`src/rtl/imem_program_loader.sv`:
```
// Byte-stream program loader: packs little-endian bytes into 32-bit words, writes
// them into instruction memory and holds the CPU in reset until the EOF word lands.
module imem_program_loader #(
  parameter int          DEPTH    = 35,
  parameter int          ADDR_W   = 6,
  parameter logic [31:0] EOF_WORD = 32'hFFFF_FFFF
) (
  input  logic              CLOCK_50,
  input  logic              rst,
  input  logic              start,
  input  logic              in_valid,
  input  logic [7:0]        in_data,
  output logic              in_ready,
  output logic              imem_wr_en,
  output logic [ADDR_W-1:0] imem_index,
  output logic [31:0]       imem_entry,
  output logic              cpu_rst,
  output logic              loaded,
  output logic [ADDR_W:0]   word_count,
  output logic              overflow
);

  typedef enum logic [1:0] {IDLE, LOAD, RUN, ERR} state_t;

  localparam logic [ADDR_W:0] DEPTH_W = (ADDR_W+1)'(DEPTH);

  state_t      state, next_state;
  logic [1:0]  byte_idx;
  logic [31:0] assembler;
  logic [31:0] word_next;
  logic        eof_pending;
  logic        handshake;
  logic        word_done;
  logic        start_load;
  logic        mem_full;

  // State register plus registered outputs, derived from next_state so they
  // change on the same edge as the state itself.
  always_ff @(posedge CLOCK_50) begin
    if (rst) begin
      state       <= IDLE;
      byte_idx    <= 2'd0;
      assembler   <= 32'd0;
      eof_pending <= 1'b0;
      imem_wr_en  <= 1'b0;
      imem_index  <= '0;
      imem_entry  <= 32'd0;
      word_count  <= '0;
      cpu_rst     <= 1'b1;
      loaded      <= 1'b0;
      overflow    <= 1'b0;
    end else begin
      // NOTE: non-blocking assignments so every flop samples pre-edge values.
      state       <= next_state;
      cpu_rst     <= (next_state != RUN);
      loaded      <= (next_state == RUN);
      overflow    <= (next_state == ERR);
      imem_wr_en  <= 1'b0;
      eof_pending <= 1'b0;
      if (start_load) begin
        byte_idx   <= 2'd0;
        assembler  <= 32'd0;
        word_count <= '0;
      end else begin
        if (imem_wr_en)
          word_count <= word_count + 1'b1;
        if (handshake) begin
          byte_idx  <= byte_idx + 2'd1;
          assembler <= word_next;
        end
        // A completed word can never coincide with a write pulse, so word_count is current here.
        if (word_done && !mem_full) begin
          imem_wr_en  <= 1'b1;
          imem_index  <= word_count[ADDR_W-1:0];
          imem_entry  <= word_next;
          eof_pending <= (word_next == EOF_WORD);
        end
      end
    end
  end

  always_comb begin
    // NOTE: default first so no path through the case leaves next_state unassigned (no latch).
    next_state = state;
    case (state)
      IDLE, RUN, ERR: if (start) next_state = LOAD;
      LOAD: begin
        if (eof_pending)
          next_state = RUN;
        else if (word_done && mem_full)
          next_state = ERR;
      end
      default: next_state = IDLE;
    endcase
  end

  always_comb begin
    in_ready   = (state == LOAD) && !eof_pending;
    handshake  = in_valid && in_ready;
    word_done  = handshake && (byte_idx == 2'd3);
    word_next  = {in_data, assembler[31:8]};
    start_load = start && (state != LOAD);
    mem_full   = (word_count == DEPTH_W);
  end

endmodule

```
`config.mk`:
```
export PLATFORM = sky130hd
export DESIGN_NAME = imem_program_loader
export DESIGN_NICKNAME = d
export VERILOG_FILES = /design/src/rtl/imem_program_loader.sv
export SDC_FILE = /design/constraint.sdc
export NUM_CORES = 1
export LEC_CHECK = 0
export ABC_CLOCK_PERIOD_IN_PS = 4000
export CORE_MARGIN = 4
export CORE_UTILIZATION = 40
export CTS_CLUSTER_DIAMETER = 60
export DETAILED_ROUTE_END_ITERATION = 8
export SLEW_MARGIN = 20
export SYNTH_ARGS = -nofsm -noshare
export SYNTH_HDL_FRONTEND = slang
export SYNTH_SLANG_ARGS = --single-unit
```
`constraint.sdc`:
```
create_clock -name CLOCK_50 -period 4 [get_ports CLOCK_50]
set_input_delay 0.6 -clock CLOCK_50 [delete_from_list [all_inputs] [get_ports CLOCK_50]]
set_output_delay 0.6 -clock CLOCK_50 [all_outputs]
set_load 0.05 [all_outputs]
```
==> results by group <==
Final layout
  • Layout cells sized above 1: 0.0590
  • Nets: 417
  • Most frequent cells in the layout: 78 x dfxtp_1, 77 x nand2b_1, 60 x clkdlybuf4s50_1
  • Area Growth Syn to Fin: 26.0%
  • Commonest non-fill, non-tap cell in the layout: dfxtp_1
  • N_diodes: 0

Critical path
  • Req. time, crit path: 3.40 ns
  • CP max FO: 8
  • Worst EP arrival: 1.88 ns
  • Crit path kind: flip-flop to primary output
  • Critical Path End Type: primary output
  • CP Launch Type: flip-flop

Clock network
  • Inserted Clock Buffers: 9
  • Post-CTS setup buffer count: 0
  • Clock root buffer: clkbuf_8
  • Clock insertion delay at the later pin of the skew report: 0.34 ns
  • Sink Count: 78
  • Deepest clock path buffer count: 2
  • Post-CTS sizing: 0
  • H-tree depth: 3
  • Clk pin slew, worst setup/hold paths: 0.07 ns
  • TritonCTS clock tree: done
  • Post-CTS Hold Fix Bufs: 0

Synth
  • Number of distinct library cells after synthesis: 31
  • Synthesis-stage register bit count: between 70 and 80
  • Syn Nets: 365
  • Cells after Synth: 351
  • Avg Inst Size Synth: 9.33 um2
  • Mapped Area: 3270 um2
  • Synth warn: 0
  • Sequential fraction of the synthesis area: 0.477

Routing
  • Total routed wirelength: 7.06 mm
  • # DRC: 0
  • WL/cell: 13.9 um
  • DRT iter0 DRCs: about 100
  • Vias: 2480
  • Initial DRT Pass Iterations: 4
  • Antenna-violating nets left: 0
  • Avg Vias per Cell: 4.87

STA
  • Layout Skew: roughly 0.0063 ns
  • Max Clock Freq: 404 MHz
  • Final hold viol count: 0
  • Worst-Margin Slew: 0.660 ns
  • Setup TNS: 0 ns
  • Fin crit period: approximately 2.5 ns
  • Final setup fails: 0
  • Max-slew violation count: 0
  • Final setup margin: roughly 1.5 ns
  • Final period util: 0.619
  • Slew headroom: 0.560
  • RSZ-0062 raised after global routing: false

Outcome
  • Outcome: completed

Floorplan
  • Total core area: between 7000 and 8000 um2
  • Die Y: 98.5 um
  • Die W: 98.5 um
  • Die Area: 9700 um2
  • Placement Rows: 32
  • Initial Utilization: 0.417
  • Top-Level Pins: 62

Placement
  • GPL Wtd Cong: 0.769
  • Hpwl dp: between 4 and 5 mm
  • Port Buffers: 61
  • Pre-CTS WS: roughly 1.4 ns

Global route
  • Number of global-route vias before repair: 2353
  • Initial antenna violation count: 0
  • Total global routing overflow: 0
  • Largest net degree at the start of global routing: 85
  • GRT Util Overall: 0.150
  • Global-route wire length before repair: 11.8 mm

Min path
  • Hold Crit Class: flip-flop to flip-flop

Power
  • Maximum VDD drop: 0.209 mV
  • PD cells: 356 nW/um2
  • Pleak: 1.28 nW

Run
  • Max_cap viols: 0
## critical path: stages (launching register included)
cell             delay [ns]
dfxtp_1                0.51
nand2b_4               0.11
nor2_1                 0.10
clkdlybuf4s50_1        0.81
## metrics by stage
| step | hold slack (ns) | total power [mW] | cell area, um2 | util | instances |
|---|---|---|---|---|---|
| 2_1_floorplan | 0.440 | 0.847 | 3270 | - | 351 |
| 3_3_place_gp | 0.447 | 0.871 | 3920 | 0.500 | 494 |
| 3_5_place_dp | 0.456 | 0.871 | 3920 | 0.500 | 494 |
| 4_1_cts | 0.466 | 1.49 | 4120 | 0.526 | 509 |
| 5_1_grt | 0.491 | 1.53 | 4130 | 0.526 | 509 |
| 6_report | 0.462 | 1.47 | 4130 | 0.526 | 509 |
## worst paths after layout
check,from,to,slack [ns],cells after the start
worst max register to register,word_count[0],imem_entry[5],1.88,5
worst min-delay path,byte_idx[1],byte_idx[1],0.46,2
worst min register to register,byte_idx[1],byte_idx[1],0.46,2
worst max-delay path,state[0],in_ready,1.52,3
## sequential cells by signal, summed over array words and instances, names as in the netlist
signal and count:
imem_entry 32, assembler 24, word_count 7, imem_index 6, byte_idx 2, state 2
cpu_rst 1, eof_pending 1, imem_wr_en 1, loaded 1, overflow 1
## layout make-up
| class | count | area [um2] |
|---|---|---|
| clock buffers | 10 | 128 |
| fillers | 748 | 3720 |
| inverters | 2 | 7.51 |
| repair buffers | 64 | 641 |
| clock inverters | 5 | 75.1 |
| multi-input cells | 248 | 1590 |
| well taps | 102 | 128 |
| flip-flops and latches | 78 | 1560 |
## cells by family (layout without fill, tap and decap cells)
family | Yosys count | in the layout | synth area share
buffers and inverters | 25 | 81 | 0.0394
muxes | 39 | 39 | 0.119
AOI/OAI and AO/OA | 35 | 35 | 0.0653
DFF | 78 | 78 | 0.477
and+or+nand+nor | 167 | 167 | 0.278
adders and majority gates | 2 | 2 | 0.00764
xor gates and xnor gates | 5 | 5 | 0.0134
## metal layers
| layer | wire length [um] | track usage | share of wire | up-vias |
|---|---|---|---|---|
| met5 | 0 | 0 | 0 | - |
| met4 | 142 | 0.0662 | 0.020 | 0 |
| met3 | 332 | 0.0347 | 0.047 | 13 |
| met2 | 3120 | 0.220 | 0.44 | 55 |
| met1 | 3460 | 0.211 | 0.49 | 1151 |
| li1 | - | - | - | 1261 |
## where the power goes
part	internal [mW]	switching (mW)	leakage, nW	total (mW)
clock	0.345	0.272	0.106	0.617
combinational	0.0300	0.0378	0.548	0.0679
sequential	0.780	0.00497	0.629	0.785
total	1.15	0.315	1.28	1.47
## cells in the mapped netlist
cell type	instances	share of area
o21ai_0	2	0.0031
nor4_1	2	0.0038
and4b_1	1	0.0031
nor2b_1	2	0.0038
inv_1	2	0.0023
nand2_1	54	0.062
a21oi_1	27	0.041
a21o_1	1	0.0023
buf_6	4	0.014
nand4_1	11	0.021
ha_1	2	0.0076
nand3b_1	1	0.0023
dfxtp_1	78	0.48
nor3_1	1	0.0015
o32ai_1	1	0.0027
xnor2_1	2	0.0054
xor2_1	3	0.0080
mux2i_1	39	0.12
a2111oi_4	1	0.0084
nor2_1	12	0.014
o21bai_1	1	0.0023
nand2b_1	77	0.15
nand2b_4	1	0.0042
clkbuf_1	15	0.017
buf_2	4	0.0061
nand4bb_1	1	0.0034
a211oi_1	1	0.0023
o21ba_2	1	0.0031
or3_1	2	0.0038
nor4b_2	1	0.0046
and4bb_2	1	0.0038
Power figures use the tool's default switching activity.
